[config.mk]
export PLATFORM = sky130hd
export DESIGN_NAME = shift_reg_frame_flat
export DESIGN_NICKNAME = d
export VERILOG_FILES = /design/src/rtl/shift_reg_frame_if.sv /design/src/rtl/shift_reg_frame.sv /design/src/flat_wrapper.sv
export SDC_FILE = /design/constraint.sdc
export NUM_CORES = 1
export LEC_CHECK = 0
export CORE_MARGIN = 2
export CORE_UTILIZATION = 46
export DETAILED_ROUTE_END_ITERATION = 6
export GPL_TIMING_DRIVEN = 0
export PLACE_DENSITY = 0.89
export RECOVER_POWER = 25
export SLEW_MARGIN = 20
export SYNTH_ARGS = -nofsm -noshare
export SYNTH_HDL_FRONTEND = slang
export SYNTH_SLANG_ARGS = --single-unit
[constraint.sdc]
create_clock -name clk -period 1.8 [get_ports clk]
set_clock_uncertainty 0.05 [all_clocks]
set_input_delay 0.18 -clock clk [delete_from_list [all_inputs] [get_ports clk]]
set_output_delay 0.18 -clock clk [all_outputs]
set_load 0.05 [all_outputs]
[src/rtl/shift_reg_frame_if.sv]
// Bus bundle for shift_reg_frame: manual-mode controls, frame start, register and lane outputs.
// Clock and reset are not part of the bundle.
interface shift_reg_frame_if #(
    parameter int unsigned N = 8,
    parameter int unsigned L = 1
) ();
    logic         en;
    logic [2:0]   mode;
    logic [L-1:0] si;
    logic [N-1:0] din;
    logic         start;
    logic [N-1:0] q;
    logic [L-1:0] so;
    logic         so_valid;
    logic         busy;
    logic         done;

    modport master (
        output en, mode, si, din, start,
        input  q, so, so_valid, busy, done
    );

    modport slave (
        input  en, mode, si, din, start,
        output q, so, so_valid, busy, done
    );
endinterface

[src/rtl/shift_reg_frame.sv]
// N-bit shift register with an L-bit serial lane, seven manual modes and an autonomous
// frame serializer that streams a loaded word out as N/L lane beats.
module shift_reg_frame #(
    parameter int unsigned N         = 8,
    parameter int unsigned L         = 1,
    parameter bit          MSB_FIRST = 1'b0
) (
    input logic              clk,
    input logic              rst,
    shift_reg_frame_if.slave bus
);
    localparam int unsigned   B        = N / L;
    localparam int unsigned   CW       = (B > 1) ? $clog2(B) : 1;
    localparam logic [CW-1:0] LastBeat = CW'(B - 1);

    localparam logic [2:0] ModeShr  = 3'b001;
    localparam logic [2:0] ModeShl  = 3'b010;
    localparam logic [2:0] ModeRor  = 3'b011;
    localparam logic [2:0] ModeRol  = 3'b100;
    localparam logic [2:0] ModeAsr  = 3'b101;
    localparam logic [2:0] ModeLoad = 3'b110;

    typedef enum logic {StIdle, StShift} state_e;

    state_e        state_q, state_d;
    logic [N-1:0]  q_q, q_d;
    logic [L-1:0]  so_q, so_d;
    logic          so_valid_q, so_valid_d;
    logic          done_q, done_d;
    logic [CW-1:0] cnt_q, cnt_d;

    logic [L-1:0] lane_hi, lane_lo;
    logic [N-1:0] shl_val, shr_val, rol_val, ror_val, asr_val;

    // Widened concatenations keep every slice legal when L == N.
    assign lane_hi = q_q[N-1 -: L];
    assign lane_lo = q_q[L-1:0];
    assign shl_val = N'({q_q, bus.si});
    assign rol_val = N'({q_q, lane_hi});
    assign shr_val = N'({bus.si, q_q} >> L);
    assign ror_val = N'({lane_lo, q_q} >> L);
    assign asr_val = N'({{L{q_q[N-1]}}, q_q} >> L);

    always_comb begin
        state_d    = state_q;
        q_d        = q_q;
        so_d       = so_q;
        so_valid_d = 1'b0;
        done_d     = 1'b0;
        cnt_d      = cnt_q;
        unique case (state_q)
            StIdle: begin
                if (bus.start) begin
                    q_d     = bus.din;
                    cnt_d   = '0;
                    state_d = StShift;
                end else if (bus.en) begin
                    case (bus.mode)
                        ModeShr: begin
                            so_d = lane_lo;  q_d = shr_val;  so_valid_d = 1'b1;
                        end
                        ModeShl: begin
                            so_d = lane_hi;  q_d = shl_val;  so_valid_d = 1'b1;
                        end
                        ModeRor: begin
                            so_d = lane_lo;  q_d = ror_val;  so_valid_d = 1'b1;
                        end
                        ModeRol: begin
                            so_d = lane_hi;  q_d = rol_val;  so_valid_d = 1'b1;
                        end
                        ModeAsr: begin
                            so_d = lane_lo;  q_d = asr_val;  so_valid_d = 1'b1;
                        end
                        ModeLoad: q_d = bus.din;
                        default: ;
                    endcase
                end
            end
            StShift: begin
                so_d       = MSB_FIRST ? lane_hi : lane_lo;
                q_d        = MSB_FIRST ? shl_val : shr_val;
                so_valid_d = 1'b1;
                cnt_d      = cnt_q + CW'(1);
                if (cnt_q == LastBeat) begin
                    done_d  = 1'b1;
                    state_d = StIdle;
                end
            end
            default: state_d = StIdle;
        endcase
    end

    always_ff @(posedge clk) begin
        if (rst) begin
            state_q    <= StIdle;
            q_q        <= '0;
            so_q       <= '0;
            so_valid_q <= 1'b0;
            done_q     <= 1'b0;
            cnt_q      <= '0;
        end else begin
            state_q    <= state_d;
            q_q        <= q_d;
            so_q       <= so_d;
            so_valid_q <= so_valid_d;
            done_q     <= done_d;
            cnt_q      <= cnt_d;
        end
    end

    assign bus.q        = q_q;
    assign bus.so       = so_q;
    assign bus.so_valid = so_valid_q;
    assign bus.busy     = (state_q == StShift);
    assign bus.done     = done_q;
endmodule

[src/flat_wrapper.sv]
// flat-port wrapper written by rule: the top's interface ports become plain ports
module shift_reg_frame_flat 
#(
    parameter int unsigned N         = 8,
    parameter int unsigned L         = 1,
    parameter bit          MSB_FIRST = 1'b0
)
  (clk, rst, bus_en, bus_mode, bus_si, bus_din, bus_start, bus_q, bus_so, bus_so_valid, bus_busy, bus_done);
  shift_reg_frame_if #(.N(N), .L(L)) bus_i ();
  input logic clk;
  input logic rst;
  input wire logic [$bits(bus_i.en)-1:0] bus_en;
  input wire logic [$bits(bus_i.mode)-1:0] bus_mode;
  input wire logic [$bits(bus_i.si)-1:0] bus_si;
  input wire logic [$bits(bus_i.din)-1:0] bus_din;
  input wire logic [$bits(bus_i.start)-1:0] bus_start;
  output wire logic [$bits(bus_i.q)-1:0] bus_q;
  output wire logic [$bits(bus_i.so)-1:0] bus_so;
  output wire logic [$bits(bus_i.so_valid)-1:0] bus_so_valid;
  output wire logic [$bits(bus_i.busy)-1:0] bus_busy;
  output wire logic [$bits(bus_i.done)-1:0] bus_done;
  assign bus_i.en = bus_en;
  assign bus_i.mode = bus_mode;
  assign bus_i.si = bus_si;
  assign bus_i.din = bus_din;
  assign bus_i.start = bus_start;
  assign bus_q = bus_i.q;
  assign bus_so = bus_i.so;
  assign bus_so_valid = bus_i.so_valid;
  assign bus_busy = bus_i.busy;
  assign bus_done = bus_i.done;
  shift_reg_frame #(.N(N), .L(L), .MSB_FIRST(MSB_FIRST)) u_core (.clk(clk), .rst(rst), .bus(bus_i));
endmodule
==> results.sh, run 1 <==
export IMPL_clock_power_share_pct=22.0
export IMPL_ir_drop_v=0.000368
export IMPL_setup_tns_ns=0
export IMPL_grt_pass1_wl_um=3990
export IMPL_io_buffers=26
export IMPL_die_area_um2=2430
export IMPL_path_cells="clkdlybuf4s50_1"
export IMPL_finalHoldViolations=0
export IMPL_start_util_pct=48.6
export IMPL_power_leakage_uw=0.000503
export IMPL_cts_setup_buffers=0
export IMPL_diodes=0
export IMPL_cp_end_kind="output pin"
export IMPL_hold_slack_ns=0.216
export IMPL_synthXorXnorAreaFrac_pct=0.928
export IMPL_share_comb_of_total_power_pct=34.7
export IMPL_worst_pin_slew_ns=0.600
export IMPL_drc=0
export IMPL_cts_htree_levels=1
export IMPL_wire_per_inst_um=14.1
export IMPL_p_sw_share_pct=36.3
export IMPL_synth_seq_area_share_pct=31.8
export IMPL_max_stage_delay_ns=0.83
export IMPL_internal_power_uw=569
export IMPL_crit_fanout=5
export IMPL_clock_fmax_ghz=0.567
export IMPL_synth_top_family_by_area="compound AO/OA/AOI/OAI gates"
export IMPL_gp_congestion=0.902
export IMPL_regToRegEndpoint="u_core.bus.q[5]"
export IMPL_core_area_um2=1940
export IMPL_path_class="flop to output pin"
export IMPL_dpl_hpwl_um=1680
export IMPL_yosysUniqueCellTypes=32
export IMPL_yosys_area_share_adder_pct=2.65
export IMPL_fp_dieH_um=49.3
export IMPL_grt_max_degree=11
export IMPL_num_vias=969
export IMPL_setup_violations=0
export IMPL_hold_path_end="u_core.bus.q[0]"
export IMPL_fillCellCount=178
export IMPL_critPathSlowestCell="clkdlybuf4s50_1"
export IMPL_synth_simple_area_share_pct=15.8
export IMPL_place_inst=160
export IMPL_grt_pass1_vias=925
export IMPL_status="completed"
export IMPL_die_w_um=49.3
export IMPL_rows=16
export IMPL_routed_wl_um=2320
export IMPL_maxSlewViolCount=0
export IMPL_seq_power_share_pct=43.3
export IMPL_r2r_slack_ns=0.33
export IMPL_hold_class="input pin to flop"
export IMPL_layout_area_seq_um2=300
export IMPL_synth_avg_cell_area_um2=8.82
export IMPL_ant_nets=0
export IMPL_cts_buffers=3
export IMPL_dpl_cell_area_um2=1240
export IMPL_cts_tree="done"
export IMPL_p_per_area_nw_per_um2=715
export IMPL_worst_setup_path_start_kind="flop"
export IMPL_synth_compound_area_share_pct=37.0
export IMPL_fin_nets=156
export IMPL_muxShareOfSynthArea_pct=4.24
export IMPL_ys_ff_latch=15
export IMPL_grt_use_total_pct=20.1
export IMPL_syn_nets=125
export IMPL_final_cells=164
export IMPL_drt_iter0_drc=42
export IMPL_multi_input_area_um2=572
export IMPL_syn_area_um2=943
export IMPL_r2r_cells=6
export IMPL_vias_per_cell=5.91
export IMPL_clk_pin_slew_ns=0.09
export IMPL_antenna_found_initial=0
export IMPL_dr_pass1_iters=4
export IMPL_critical_path_buf_inv_count=1
export IMPL_cp_arrival_ns=1.53
export IMPL_overflow=0
export IMPL_maxCapViolCount=0
export IMPL_p_sw_uw=324
export IMPL_drive_gt1_share_pct=13.9
export IMPL_finalCritPeriodShare_pct=98.0
export IMPL_syn_to_final_growth_pct=32.4
export IMPL_design_area_um2=1250
export IMPL_r2r_start="u_core.bus.busy"
export IMPL_clock_root_buffer="clkbuf_4"
export IMPL_whs_path_depth=4
export IMPL_cts_buffer_depth=2
export IMPL_fin_crit_ns=1.76
export IMPL_numClockSinks=15
export IMPL_clock_latency_ns=0.28
export IMPL_hp_start="bus_mode[0]"
export IMPL_ys_warnings_count=0
export IMPL_rsz0062_at_grt="false"
export IMPL_syn_inst=107
export IMPL_required_ns=1.57
export IMPL_io_pins=28
export IMPL_slew_headroom_pct=60.2
export IMPL_critical_path_top_delay_family="buffers and inverters"
==> power by group through the flow <==
| stage | registers [µW] | clock network (µW) | logic (µW) |
|---|---|---|---|
| after CTS | 386 | 203 | 317 |
| after floorplan | 469 | 0 | 127 |
| after detailed placement | 393 | 0 | 318 |
| final | 386 | 196 | 310 |
| after global placement | 392 | 0 | 313 |
| after global routing | 391 | 217 | 331 |
==> flip-flops by register name (all words and copies together) (netlist names) <==
name and flops:
u_core.bus.busy 1, u_core.bus.done 1, u_core.bus.q 8, u_core.bus.so 1, u_core.bus.so_valid 1, u_core.cnt_q 3
==> what timing repair did <==
item                                    4_1_cts  5_1_grt
hold buffers                                  0        0
gates resized for setup                       1        5
endpoints found under the setup margin        1        5
==> stage by stage <==
step	power, µW	setup slack, ns	util [%]
after floorplan	596	0.164	-
after global placement	705	-0.000112	63.7
after detailed placement	712	-0.0376	63.7
after CTS	907	0.0130	65.0
after global routing	940	0.00275	64.3
final	892	0.0353	64.3
==> layout by cell type, fill, tap and decap left out, types with 2 or more instances in the layout <==
master and instances:
o221a_2 5, buf_6 3, dlymetal6s2s_1 2, mux2i_1 4, nand2_1 4, a21oi_1 6, a22oi_1 7, buf_4 3
a21o_1 2, clkbuf_4 3, nand3_1 2, a311oi_1 8, clkdlybuf4s50_1 19, nor3b_1 3, clkbuf_1 7, nor2_1 15
o21ai_0 7, dfxtp_1 15, ha_1 2, o21bai_1 2, nor2b_1 2
==> metal layers <==
| layer | wire [µm] | global-route usage (%) | vias to the layer above |
|---|---|---|---|
| li1 | - | - | 472 |
| met3 | 145 | 0.920 | 4 |
| met5 | 0 | 0 | - |
| met2 | 1110 | 34.7 | 39 |
| met4 | 40 | 9.52 | 0 |
| met1 | 1020 | 25.6 | 454 |
==> kinds of logic after synthesis <==
| group | Yosys count |
|---|---|
| AOI/OAI and AO/OA | 44 |
| xor gates and xnor gates | 1 |
| adders and majority gates | 2 |
| buffers and inverters | 10 |
| DFF | 15 |
| muxes | 4 |
| and+or+nand+nor | 31 |
==> cells in the mapped netlist, drive strengths merged <==
| cell type | count | area (µm²) |
|---|---|---|
| nor2 | 16 | 62.6 |
| dfxtp | 15 | 300 |
| a311oi | 8 | 70.1 |
| o21ai | 8 | 43.8 |
| a22oi | 7 | 52.6 |
| a21oi | 6 | 30.0 |
| buf | 6 | 56.3 |
| o221a | 6 | 67.6 |
| mux2i | 4 | 40.0 |
| nand2 | 4 | 15.0 |
| clkbuf | 3 | 11.3 |
| nor3b | 3 | 22.5 |
| a21o | 2 | 15.0 |
| ha | 2 | 25.0 |
| nand3 | 2 | 10.0 |
| nor2b | 2 | 12.5 |
| o21bai | 2 | 15.0 |
| a211oi | 1 | 7.51 |
| a221o | 1 | 10.0 |
| a31oi | 1 | 6.26 |
| and2 | 1 | 6.26 |
| and3 | 1 | 7.51 |
| inv | 1 | 3.75 |
| nand3b | 1 | 7.51 |
| nor3 | 1 | 5.00 |
| o21ba | 1 | 10.0 |
| o31ai | 1 | 21.3 |
| xor2 | 1 | 8.76 |
==> how the worst max path moves through the flow <==
| stage | from | endpoint | slack (ns) | cells past startpoint |
|---|---|---|---|---|
| after floorplan | u_core.bus.busy | u_core.bus.q[5] | 0.16 | 4 |
| after global placement | bus_mode[2] | u_core.bus.q[0] | -0.0001 | 6 |
| after detailed placement | bus_mode[2] | u_core.bus.q[5] | -0.04 | 6 |
| after CTS | u_core.bus.q[6] | bus_q[6] | 0.01 | 1 |
| after global routing | u_core.bus.q[2] | bus_q[2] | 0.003 | 1 |
| final | u_core.bus.q[2] | bus_q[2] | 0.04 | 1 |
==> layout make-up <==
cell class	count	area share, %
plain buffers	9	5.41
clock buffers	4	2.10
inverters	1	0.301
multi-input cells	82	45.8
flip-flops and latches	15	24.0
well taps	27	2.71
repair buffers	26	19.6
==> tightest hold or removal path, delay by kind of cell <==
kind | cells | cell delay (ns)
buf+inv | 2 | 0.18
compound gates | 1 | 0.08
simple gates | 1 | 0.07
Power figures use the tool's default switching activity.
==> inputs of run 2 (changes only) <==
--- a/config.mk
+++ b/config.mk
@@ -9,7 +9,7 @@
 export CORE_UTILIZATION = 46
 export DETAILED_ROUTE_END_ITERATION = 6
 export GPL_TIMING_DRIVEN = 0
-export PLACE_DENSITY = 0.89
+export PLACE_DENSITY = 0.83
 export RECOVER_POWER = 25
 export SLEW_MARGIN = 20
 export SYNTH_ARGS = -nofsm -noshare
==> run 2 against run 1 <==
  * Non-clock buffer count unchanged
  * Sequential share of layout area stayed put
  * Clock-buffer cell count shrank 1
  * Register-to-register slack got worse by 0.04 ns
  * Critical path type unchanged
==> results.sh, run 2 (synthesis results as in run 1) <==
export IMPL_status="completed"
export IMPL_path_class="flop to output pin"
export IMPL_dr_pass1_iters=4
export IMPL_clock_root_buffer="clkbuf_4"
export IMPL_grt_pass1_vias=898
export IMPL_finalHoldViolations=0
export IMPL_vias_per_cell=6.05
export IMPL_grt_max_degree=11
export IMPL_largest_reg_flops=8
export IMPL_dpl_hpwl_um=1750
export IMPL_routed_wl_um=2470
export IMPL_power_leakage_uw=0.000490
export IMPL_syn_to_final_growth_pct=32.4
export IMPL_final_cell_mix="19 x clkdlybuf4s50_1, 15 x nor2_1, 15 x dfxtp_1, 8 x a311oi_1"
export IMPL_grt_use_total_pct=21.3
export IMPL_hold_class="input pin to flop"
export IMPL_clock_fmax_ghz=0.565
export IMPL_gp_congestion=0.837
export IMPL_clk_pin_slew_ns=0.09
export IMPL_ir_drop_v=0.000405
export IMPL_die_area_um2=2430
export IMPL_design_area_um2=1250
export IMPL_critPathSlowestCell="clkdlybuf4s50_1"
export IMPL_dpl_cell_area_um2=1240
export IMPL_setup_violations=0
export IMPL_drive_gt1_share_pct=14.6
export IMPL_cts_buffers=3
export IMPL_critical_path_buf_inv_count=1
export IMPL_cts_htree_levels=1
export IMPL_fillCellCount=193
export IMPL_cts_tree="done"
export IMPL_grt_pass1_wl_um=3960
export IMPL_core_area_um2=1940
export IMPL_start_util_pct=48.6
export IMPL_rows=16
export IMPL_regToRegEndpoint="u_core.bus.q[1]"
export IMPL_drc=0
export IMPL_num_vias=993
export IMPL_fin_nets=156
export IMPL_cts_setup_buffers=0
export IMPL_maxCapViolCount=0
export IMPL_rsz0062_at_grt="false"
export IMPL_cp_arrival_ns=1.54
export IMPL_required_ns=1.57
export IMPL_diodes=0
export IMPL_numClockSinks=15
export IMPL_cts_buffer_depth=2
export IMPL_finalCritPeriodShare_pct=98.3
export IMPL_fp_dieH_um=49.3
export IMPL_final_util_pct=64.3
export IMPL_r2r_cells=6
export IMPL_critical_path_top_delay_family="buffers and inverters"
export IMPL_r2r_slack_ns=0.29
export IMPL_critPathCapture="bus_q[4]"
export IMPL_fin_crit_ns=1.77
export IMPL_r2r_start="u_core.bus.busy"
export IMPL_final_common_cell="clkdlybuf4s50_1"
export IMPL_maxSlewViolCount=0
export IMPL_clock_latency_ns=0.30
export IMPL_worst_pin_slew_ns=0.594
export IMPL_cp_end_kind="output pin"
export IMPL_antenna_found_initial=0
export IMPL_max_stage_delay_ns=0.83
export IMPL_p_per_area_nw_per_um2=727
export IMPL_wire_per_inst_um=15.1
export IMPL_crit_fanout=5
export IMPL_ant_nets=0
export IMPL_io_pins=28
export IMPL_path_cells="clkdlybuf4s50_1"
export IMPL_die_w_um=49.3
export IMPL_overflow=0
export IMPL_worst_setup_path_start_kind="flop"
export IMPL_io_buffers=26
export IMPL_slew_headroom_pct=60.6
export IMPL_ctsHoldBuffers=0
export IMPL_post_cts_resized=2
export IMPL_drt_iter0_drc=38
export IMPL_path_depth=1
export IMPL_crit_start="u_core.bus.q[4]"
run 2: per-layer routing:
metal / track usage, % / wire (µm) / up-vias
met5: 0 / 0 / -
met4: 11.4 / 58 / 0
met3: 3.07 / 114 / 5
met2: 35.8 / 1170 / 33
met1: 26.0 / 1130 / 483
li1: - / - / 472
run 2: through the flow:
stage	setup slack, ns	setup TNS [ns]	power, µW	instances	hold WS [ns]
after floorplan	0.164	0	596	107	0.202
after global placement	-0.0319	-0.0618	707	160	0.440
after detailed placement	-0.0543	-0.228	714	160	0.444
after CTS	0.0158	0	917	164	0.222
after global routing	0.00158	0	947	164	0.255
final	0.0301	0	908	164	0.224
run 2: final cells by class:
cell class              count  area [µm²]  area share, %
well taps                  27        33.8           2.71
flip-flops and latches     15         300           24.0
clock buffers               3        22.5           1.80
inverters                   1        3.75          0.301
plain buffers               9        67.6           5.41
repair buffers             26         241           19.3
multi-input cells          82         572           45.8
clock inverters             1        7.51          0.601
run 2: worst min-delay path by stage:
stage	start	endpoint	slack, ns	cells after the start
finish	bus_mode[0]	u_core.bus.q[0]	0.22	4
global route	bus_mode[0]	u_core.bus.q[0]	0.26	4
CTS	bus_mode[0]	u_core.bus.q[0]	0.22	4
detailed placement	u_core.bus.so	u_core.bus.so	0.44	2
global placement	u_core.bus.so	u_core.bus.so	0.44	2
floorplan	rst	u_core.bus.so_valid	0.20	1
run 2: where the power goes:
group          switching (µW)  total, µW  leakage, µW  internal (µW)
logic                     187        310     0.000352            123
registers                29.1        387     0.000124            358
clock network             125        210    0.0000139           84.9
total                     342        908     0.000490            566
